File: config.mk
export PLATFORM = sky130hd
export DESIGN_NAME = uart_frame_decoder_flat
export DESIGN_NICKNAME = d
export VERILOG_FILES = /design/src/rtl/uart_pkg.sv /design/src/rtl/uart_frame_decoder_if.sv /design/src/rtl/uart_timeout_counter.sv /design/src/rtl/uart_frame_decoder.sv /design/src/flat_wrapper.sv
export SDC_FILE = /design/constraint.sdc
export NUM_CORES = 1
export LEC_CHECK = 0
export CAP_MARGIN = 20
export CORE_AREA = 2 2 95 97
export DETAILED_ROUTE_END_ITERATION = 6
export DIE_AREA = 0 0 97 99
export GPL_ROUTABILITY_DRIVEN = 0
export PLACE_DENSITY = 0.89
export SYNTH_ARGS = -nofsm -noshare
export SYNTH_HDL_FRONTEND = slang
export SYNTH_SLANG_ARGS = --single-unit
export TNS_END_PERCENT = 50
File: constraint.sdc
create_clock -name clk -period 4.2 [get_ports clk]
set_input_delay 0.84 -clock clk [delete_from_list [all_inputs] [get_ports clk]]
set_output_delay 0.84 -clock clk [all_outputs]
set_load 0.05 [all_outputs]
File: src/rtl/uart_pkg.sv
// Shared UART constants and the frame decoder state type.
package uart_pkg;

  localparam int unsigned       UART_DATA_WIDTH = 8;
  localparam logic [7:0]        UART_SYNC_BYTE  = 8'hA5;

  typedef enum logic [1:0] {
    IDLE,
    ADDR,
    DATA,
    CHECK
  } frame_state_t;

endpackage

File: src/rtl/uart_frame_decoder_if.sv
// Byte-in / word-write-out bundle between the UART receiver side and the loader.
interface uart_frame_decoder_if #(
  parameter int unsigned DATA_WIDTH = uart_pkg::UART_DATA_WIDTH,
  parameter int unsigned WORD_BYTES = 4
) ();

  logic                             rx_done;
  logic [DATA_WIDTH-1:0]            rx_data;
  logic                             wr_en;
  logic [DATA_WIDTH-1:0]            wr_addr;
  logic [DATA_WIDTH*WORD_BYTES-1:0] wr_data;
  logic                             frame_err;
  logic                             busy;

  modport master (
    output rx_done, rx_data,
    input  wr_en, wr_addr, wr_data, frame_err, busy
  );

  modport slave (
    input  rx_done, rx_data,
    output wr_en, wr_addr, wr_data, frame_err, busy
  );

endinterface

File: src/rtl/uart_timeout_counter.sv
// Inter-byte idle timer: clears on clr, counts while en, flags when it hits TIMEOUT_CYCLES-1.
module uart_timeout_counter #(
  parameter int unsigned TIMEOUT_CYCLES = 1_000_000,
  localparam int unsigned CW = $clog2(TIMEOUT_CYCLES) + 1
) (
  input  logic clk,
  input  logic arst_n,
  input  logic clr,
  input  logic en,
  output logic expired
);

  logic [CW-1:0] count;

  assign expired = (count == CW'(TIMEOUT_CYCLES - 1));

  always_ff @(posedge clk or negedge arst_n) begin
    if (!arst_n) begin
      count <= '0;
    end else if (clr) begin
      count <= '0;
    end else if (en && !expired) begin
      count <= count + CW'(1);
    end
  end

endmodule

File: src/rtl/uart_frame_decoder.sv
// Assembles SYNC/ADDR/data/CHK byte frames from the UART receiver into word writes.
module uart_frame_decoder
  import uart_pkg::*;
#(
  parameter int unsigned           DATA_WIDTH     = UART_DATA_WIDTH,
  parameter int unsigned           WORD_BYTES     = 4,
  parameter logic [DATA_WIDTH-1:0] SYNC_BYTE      = DATA_WIDTH'(UART_SYNC_BYTE),
  parameter int unsigned           TIMEOUT_CYCLES = 1_000_000
) (
  input  logic               clk,
  input  logic               arst_n,
  uart_frame_decoder_if.slave bus
);

  localparam int unsigned WORD_W = DATA_WIDTH * WORD_BYTES;
  localparam int unsigned CNT_W  = (WORD_BYTES > 1) ? $clog2(WORD_BYTES) : 1;
  localparam logic [CNT_W-1:0] LAST_IDX = CNT_W'(WORD_BYTES - 1);

  frame_state_t          state, state_n;
  logic [CNT_W-1:0]      cnt, cnt_n;
  logic [DATA_WIDTH-1:0] chk, chk_n;
  logic [DATA_WIDTH-1:0] addr_reg, addr_n;
  logic [WORD_W-1:0]     data_reg, data_n;
  logic                  wr_en, wr_en_n;
  logic                  frame_err, frame_err_n;
  logic [DATA_WIDTH-1:0] wr_addr, wr_addr_n;
  logic [WORD_W-1:0]     wr_data, wr_data_n;

  logic timer_clr, timer_en, timer_expired, timeout;

  // Timer only runs inside a frame; IDLE holds it cleared so SYNC starts from zero.
  assign timer_clr = bus.rx_done || (state == IDLE);
  assign timer_en  = (state != IDLE);
  assign timeout   = (state != IDLE) && !bus.rx_done && timer_expired;

  uart_timeout_counter #(
    .TIMEOUT_CYCLES(TIMEOUT_CYCLES)
  ) u_timer (
    .clk    (clk),
    .arst_n (arst_n),
    .clr    (timer_clr),
    .en     (timer_en),
    .expired(timer_expired)
  );

  always_comb begin
    state_n     = state;
    cnt_n       = cnt;
    chk_n       = chk;
    addr_n      = addr_reg;
    data_n      = data_reg;
    wr_en_n     = 1'b0;
    frame_err_n = 1'b0;
    wr_addr_n   = wr_addr;
    wr_data_n   = wr_data;

    case (state)
      IDLE: begin
        if (bus.rx_done && (bus.rx_data == SYNC_BYTE)) begin
          state_n = ADDR;
          chk_n   = '0;
          cnt_n   = '0;
        end
      end
      ADDR: begin
        if (bus.rx_done) begin
          addr_n  = bus.rx_data;
          chk_n   = bus.rx_data;
          state_n = DATA;
        end
      end
      DATA: begin
        if (bus.rx_done) begin
          for (int unsigned i = 0; i < WORD_BYTES; i++) begin
            if (cnt == CNT_W'(i)) data_n[i*DATA_WIDTH +: DATA_WIDTH] = bus.rx_data;
          end
          chk_n = chk ^ bus.rx_data;
          if (cnt == LAST_IDX) state_n = CHECK;
          else                 cnt_n   = cnt + CNT_W'(1);
        end
      end
      CHECK: begin
        if (bus.rx_done) begin
          if (bus.rx_data == chk) begin
            wr_en_n   = 1'b1;
            wr_addr_n = addr_reg;
            wr_data_n = data_reg;
          end else begin
            frame_err_n = 1'b1;
          end
          state_n = IDLE;
        end
      end
      default: state_n = IDLE;
    endcase

    if (timeout) begin
      frame_err_n = 1'b1;
      state_n     = IDLE;
    end
  end

  always_ff @(posedge clk or negedge arst_n) begin
    if (!arst_n) begin
      state     <= IDLE;
      cnt       <= '0;
      chk       <= '0;
      addr_reg  <= '0;
      data_reg  <= '0;
      wr_en     <= 1'b0;
      frame_err <= 1'b0;
      wr_addr   <= '0;
      wr_data   <= '0;
    end else begin
      state     <= state_n;
      cnt       <= cnt_n;
      chk       <= chk_n;
      addr_reg  <= addr_n;
      data_reg  <= data_n;
      wr_en     <= wr_en_n;
      frame_err <= frame_err_n;
      wr_addr   <= wr_addr_n;
      wr_data   <= wr_data_n;
    end
  end

  assign bus.wr_en     = wr_en;
  assign bus.frame_err = frame_err;
  assign bus.wr_addr   = wr_addr;
  assign bus.wr_data   = wr_data;
  assign bus.busy      = (state != IDLE);

endmodule

File: src/flat_wrapper.sv
// flat-port wrapper written by rule: the top's interface ports become plain ports
module uart_frame_decoder_flat import uart_pkg::*;
#(
  parameter int unsigned           DATA_WIDTH     = UART_DATA_WIDTH,
  parameter int unsigned           WORD_BYTES     = 4,
  parameter logic [DATA_WIDTH-1:0] SYNC_BYTE      = DATA_WIDTH'(UART_SYNC_BYTE),
  parameter int unsigned           TIMEOUT_CYCLES = 1_000_000
)
  (clk, arst_n, bus_rx_done, bus_rx_data, bus_wr_en, bus_wr_addr, bus_wr_data, bus_frame_err, bus_busy);
  uart_frame_decoder_if #(.DATA_WIDTH(DATA_WIDTH), .WORD_BYTES(WORD_BYTES)) bus_i ();
  input  logic clk;
  input  logic arst_n;
  input wire logic [$bits(bus_i.rx_done)-1:0] bus_rx_done;
  input wire logic [$bits(bus_i.rx_data)-1:0] bus_rx_data;
  output wire logic [$bits(bus_i.wr_en)-1:0] bus_wr_en;
  output wire logic [$bits(bus_i.wr_addr)-1:0] bus_wr_addr;
  output wire logic [$bits(bus_i.wr_data)-1:0] bus_wr_data;
  output wire logic [$bits(bus_i.frame_err)-1:0] bus_frame_err;
  output wire logic [$bits(bus_i.busy)-1:0] bus_busy;
  assign bus_i.rx_done = bus_rx_done;
  assign bus_i.rx_data = bus_rx_data;
  assign bus_wr_en = bus_i.wr_en;
  assign bus_wr_addr = bus_i.wr_addr;
  assign bus_wr_data = bus_i.wr_data;
  assign bus_frame_err = bus_i.frame_err;
  assign bus_busy = bus_i.busy;
  uart_frame_decoder #(.DATA_WIDTH(DATA_WIDTH), .WORD_BYTES(WORD_BYTES), .SYNC_BYTE(SYNC_BYTE), .TIMEOUT_CYCLES(TIMEOUT_CYCLES)) u_core (.clk(clk), .arst_n(arst_n), .bus(bus_i));
endmodule
-- Word-level counts from Yosys, hierarchy flattened
Cells that the tools add are included.
- add/subtract/negate cells: 2
- eq/ne operators: 18
- muxes and demuxes: 24
- bitwise logic cells: 1
- reductions and logical operators: 22
- operators by type and width (cell ; count):
    $mux 21 ; 2
    $mux 8 ; 3
    $pmux 8 s3 ; 1
    $add 21x1->21 const B ; 1
    $eq 21x20->1 const B ; 1
    $mux 2 ; 9
    $reduce_and 3->1 ; 5
    $ne 3x2->1 const B ; 4
    $eq 2x2->1 const B ; 4
    $eq 8x8->1 ; 1
    $eq 8x8->1 const B ; 1
    $ne 2x2->1 const B ; 4
    $pmux 2 s4 ; 1
    $reduce_and 4->1 ; 2
    $xor 8x8->8 ; 1
    $mux 1 ; 7
    $reduce_bool 2->1 ; 3
    $reduce_and 5->1 ; 1
    $eq 2x1->1 const B ; 2
    $logic_and 1x1->1 ; 4
    $logic_not 2->1 ; 2
    $pmux 2 s2 ; 1
    $ne 3x1->1 const B ; 1
    $reduce_bool 3->1 ; 1
    4 further kinds ; 5
- flip-flop bits (word level): 115
- bits of input ports: 11
- output and inout port bits: 43
- word-level logic and storage cells: 80

-- Logic depth before layout (Yosys ltp)
- depth in word-level cells: 5
- mapped depth: 9
- depth with buffers taken out: 7

-- By module
A second synthesis with hierarchy kept.
- cell total of the unflattened synthesis: 407
- area total of the unflattened synthesis: 5230.0 µm²
- modules (own cells, without submodules) (module ; times used ; cells an instance ; area each (µm²)):
    uart_frame_decoder ; 1 ; 288 ; 4070.2
    uart_timeout_counter ; 1 ; 119 ; 1159.9

-- Worst setup path before layout
OpenSTA, ideal clock, no wires.
- kind: input to register
- from: input port bus_rx_data[4]
- to: register u_core.wr_addr[0], in the netlist u_core.bus.wr_addr[0]
- library setup time: 0.127 ns
- arrival time: 2.195 ns
- data required time: 4.073 ns
- path slack: 1.878 ns
- cell stages on the path: 7
- cells stage by stage: clkbuf_1 > xor2_1 > nor4_1 > nand2_1 > nor2_4 > buf_6 > mux2_1
- word-level cells in the longest chain between the ends: 2
- ends and longest elaborated chain (element ; RTL line ; text):
    start, declared ; flat_wrapper.sv:14 ; input wire logic [$bits(bus_i.rx_data)-1:0] bus_rx_data;
    $eq 8x8->1 ; uart_frame_decoder.sv:84 ; if (bus.rx_data == chk) begin
    $reduce_and 3->1 (no source line) ; - ;
    end signal, assigned ; uart_frame_decoder.sv:122 ; wr_addr <= wr_addr_n;
    end, declared ; uart_frame_decoder.sv:26 ; logic [DATA_WIDTH-1:0] wr_addr, wr_addr_n;
Every way passes these cells.
A chain may end at the register's enable or synchronous reset.

-- Worst setup path after layout
- from: register u_core.state[0]
- to: output port bus_busy
- word-level cells in the longest chain between the ends: 1
- ends and longest elaborated chain (element ; RTL line ; text):
    start, declared ; uart_frame_decoder.sv:19 ; frame_state_t state, state_n;
    start signal, assigned ; uart_frame_decoder.sv:115 ; state <= state_n;
    $reduce_bool 2->1 ; uart_frame_decoder.sv:131 ; assign bus.busy = (state != IDLE);
    end, declared ; flat_wrapper.sv:19 ; output wire logic [$bits(bus_i.busy)-1:0] bus_busy;
Every way passes these cells.

==> summary.md <==
| Metric | Value |
|---|---|
| Mapped Cells | 410 |
| Seq/Total Area, Yosys | around 56% |
| First-pass GRT wire length | 19200 um |
| Drt wl/cell | between 15 and 20 um |
| Slew headroom | between 50% and 60% |
| DRC violations left | 0 |
| Core area | between 0.008 and 0.009 sq mm |
| Total setup buffers inserted after CTS | 0 |
| PostCTS Resize Cnt | 0 |
| Synth Area per Inst | 12.5 sq um |
| H-tree depth | 4 |
| Skew final | 0.00534 ns |
| Vias in the first global route | roughly 3700 |
| Post-DP HPWL | around 7400 um |
| # setup viols final | 0 |
| Root Buffer | clkbuf_8 |
| RSZ-0062 raised after global routing | false |
| Final std cells w/o fill | 594 |
| Async S/R FF share, synth | 100% |
| Die outline width | ~97 um |
| Min Tclk post-route | around 3.2 ns |
| Synth Net Count | between 400 and 500 |
| Num rows | 34 |
| Most common cell after layout, fill and taps aside | dfrtp_1 |
| Nets@finish | between 400 and 500 |
| R2R Path Start | u_core.chk[0] |
| Syn Std Cell Area | slightly above 0.005 sq mm |
| Area grow syn2layout | 25.1% |
| Commonest non-fill, non-tap cells in the layout | dfrtp_1 (115), clkdlybuf4s50_1 (52), mux2_2 (41) |
| GR Overflow Total | 0 |
| Ys Warns | 0 |
| Routing usage on met3 | ~5.7% |
| Peak Freq | 0.314 GHz |
| Post-Route WL | roughly 12000 um |
| Period utilization | roughly three quarters |
| Global routing met1 resource utilization | around a third |
| Vias/cell | approximately 6.0 |
| Global route hottest layer | met2 |
| Clock sink count | approximately 120 |
| Top_reg_cell synth | dfrtp_1 |
| Routed Antenna Nets | 0 |
| CTS clk-pin slew, worst paths | 0.06 ns |
| Worst Path Max Fanout | 5 |
| Design Power | about 0.0038 W |
| Worst r2r path cells | 6 |
| Die Height | 99 um |
| Met2 Use GR | 42.9% |
| Worst-Skew Late Latency | roughly 0.52 ns |
| VDD IR-drop max | roughly 0.00038 V |
| Kind of critical path | flip-flop to primary output |
| Distinct cells, synth | 50 |
| Final core occ | ~75% |
| Leakage | roughly 3.0 nW |
| CP Launch Point | u_core.state[0] |
| Vias | roughly 3600 |
| Setup_tns | 0 ns |
| Setup crit end kind | primary output |
| Number of synthesized flops with an enable pin | 0 |
| All-layer global routing usage | approximately a quarter |
| Slew @ Worst Pin | roughly 0.65 ns |
| Status | finished, final reports clean |
| Antenna cells | 0 |
| Port Buffers | 53 |
| CTS tree | yes |
| Power per cell area | ~590 mW/mm^2 |
| Detailed Route Iter0 Violations | about 420 |
| Proportion of layout cells with a drive suffix above 1 | roughly a fifth |
| Max Cap Viol | 0 |
| Initial Utilization | between 50% and 60% |
| DIE AREA | between 0.009 and 0.01 sq mm |
| Clock Tree Buf Depth | 2 |
| Pre-Repair DR Iteration Count | 6 |
| Hold Buf Count CTS | 0 |
| Synth Register Bits | 115 |
| Largest net degree at the start of global routing | 88 |
| Cells after DPL | 561 |
| Min-delay worst type | input pin to async pin |
| Initial antenna violation count | 0 |
| Slew Limit Fails | 0 |
| CTS buffer count | 17 |
| Startpoint types | flip-flop |
| Hold Vio Cnt, Final | 0 |
| Ports | between 50 and 60 |
| Worst Path Required | 3.36 ns |
| Crit path DAT | 2.35 ns |
==> stage by stage <==
| step | setup slack, ns | hold slack, ns | instance area (sq um) |
|---|---|---|---|
| CTS | 1.02 | 0.487 | 6370 |
| global placement | 1.01 | 0.465 | 5760 |
| floorplan | 1.88 | 0.459 | 5110 |
| global route | 0.940 | 0.187 | 6390 |
| finish | 1.01 | 0.185 | 6390 |
| detailed placement | 0.895 | 0.474 | 5760 |
==> logic make-up after synthesis <==
family / Yosys count / synth area share, %
xor+xnor: 23 / 3.94
mux: 83 / 18.2
fa+ha+maj: 10 / 2.45
flops: 115 / 56.3
buf+inv: 37 / 3.38
compound gates: 49 / 5.63
simple gates: 93 / 10.1
==> routing by layer <==
metal  wire length [um]  vias up  share of wire [%]
li1                   -     1584                  -
met3                681       42                5.8
met1               4960     1778                 42
met2               5790      170                 49
met4                274        0                2.3
met5                  0        -                  0
==> area by class of cell <==
| class | instances | area (sq um) |
|---|---|---|
| Clock buffer | 18 | 428 |
| Clock inverter | 14 | 180 |
| Fill cell | 511 | 2160 |
| Inverter | 16 | 60.1 |
| Multi-Input combinational cell | 258 | 2060 |
| Sequential cell | 115 | 2880 |
| Tap cell | 108 | 135 |
| Timing Repair Buffer | 65 | 651 |
==> cell usage after synthesis (2+ instances only) <==
master | n | area share [%]
dfrtp_1 | 115 | 56
mux2_2 | 41 | 9.0
mux2_1 | 39 | 8.6
nand2_1 | 22 | 1.6
nor2_1 | 22 | 1.6
o21ai_0 | 22 | 2.2
inv_1 | 16 | 1.2
xor2_1 | 16 | 2.7
clkbuf_1 | 13 | 0.95
nand3_1 | 11 | 1.1
ha_1 | 10 | 2.4
a21oi_1 | 8 | 0.78
o22ai_1 | 8 | 0.98
xnor2_1 | 7 | 1.2
nand4_1 | 5 | 0.61
buf_6 | 4 | 0.88
and3_1 | 3 | 0.37
and4_1 | 3 | 0.51
buf_2 | 3 | 0.29
mux2i_1 | 3 | 0.59
nor4_1 | 3 | 0.37
nor4b_1 | 3 | 0.51
or3_1 | 3 | 0.37
a31oi_1 | 2 | 0.24
nor3_1 | 2 | 0.20
o2bb2ai_1 | 2 | 0.34
==> worst max-delay path, stage by stage, from the launching register on <==
cell and delay (ns):
dfrtp_1 0.41, inv_1 0.10, ha_1 0.27, inv_1 0.20, clkdlybuf4s50_1 0.84
==> worst paths after layout <==
path                                          endpoint  slack [ns]
worst max-delay path                          bus_busy        1.01
worst min-delay path             u_core.bus.wr_data[0]        0.18
worst max register to register   u_core.bus.wr_data[6]        1.87
worst min register to register  u_core.bus.wr_data[29]        0.48
max in group asynchronous                u_core.chk[4]        3.16
min in group clk                u_core.bus.wr_data[29]        0.48
==> power by group <==
group          switching (W)  internal (W)  leakage [nW]
combinational       0.000513      0.000353          1.15
sequential          0.000143       0.00133          1.55
clock               0.000539      0.000925         0.280
total                0.00120       0.00260          2.98
(Power assumes the default switching activity.)
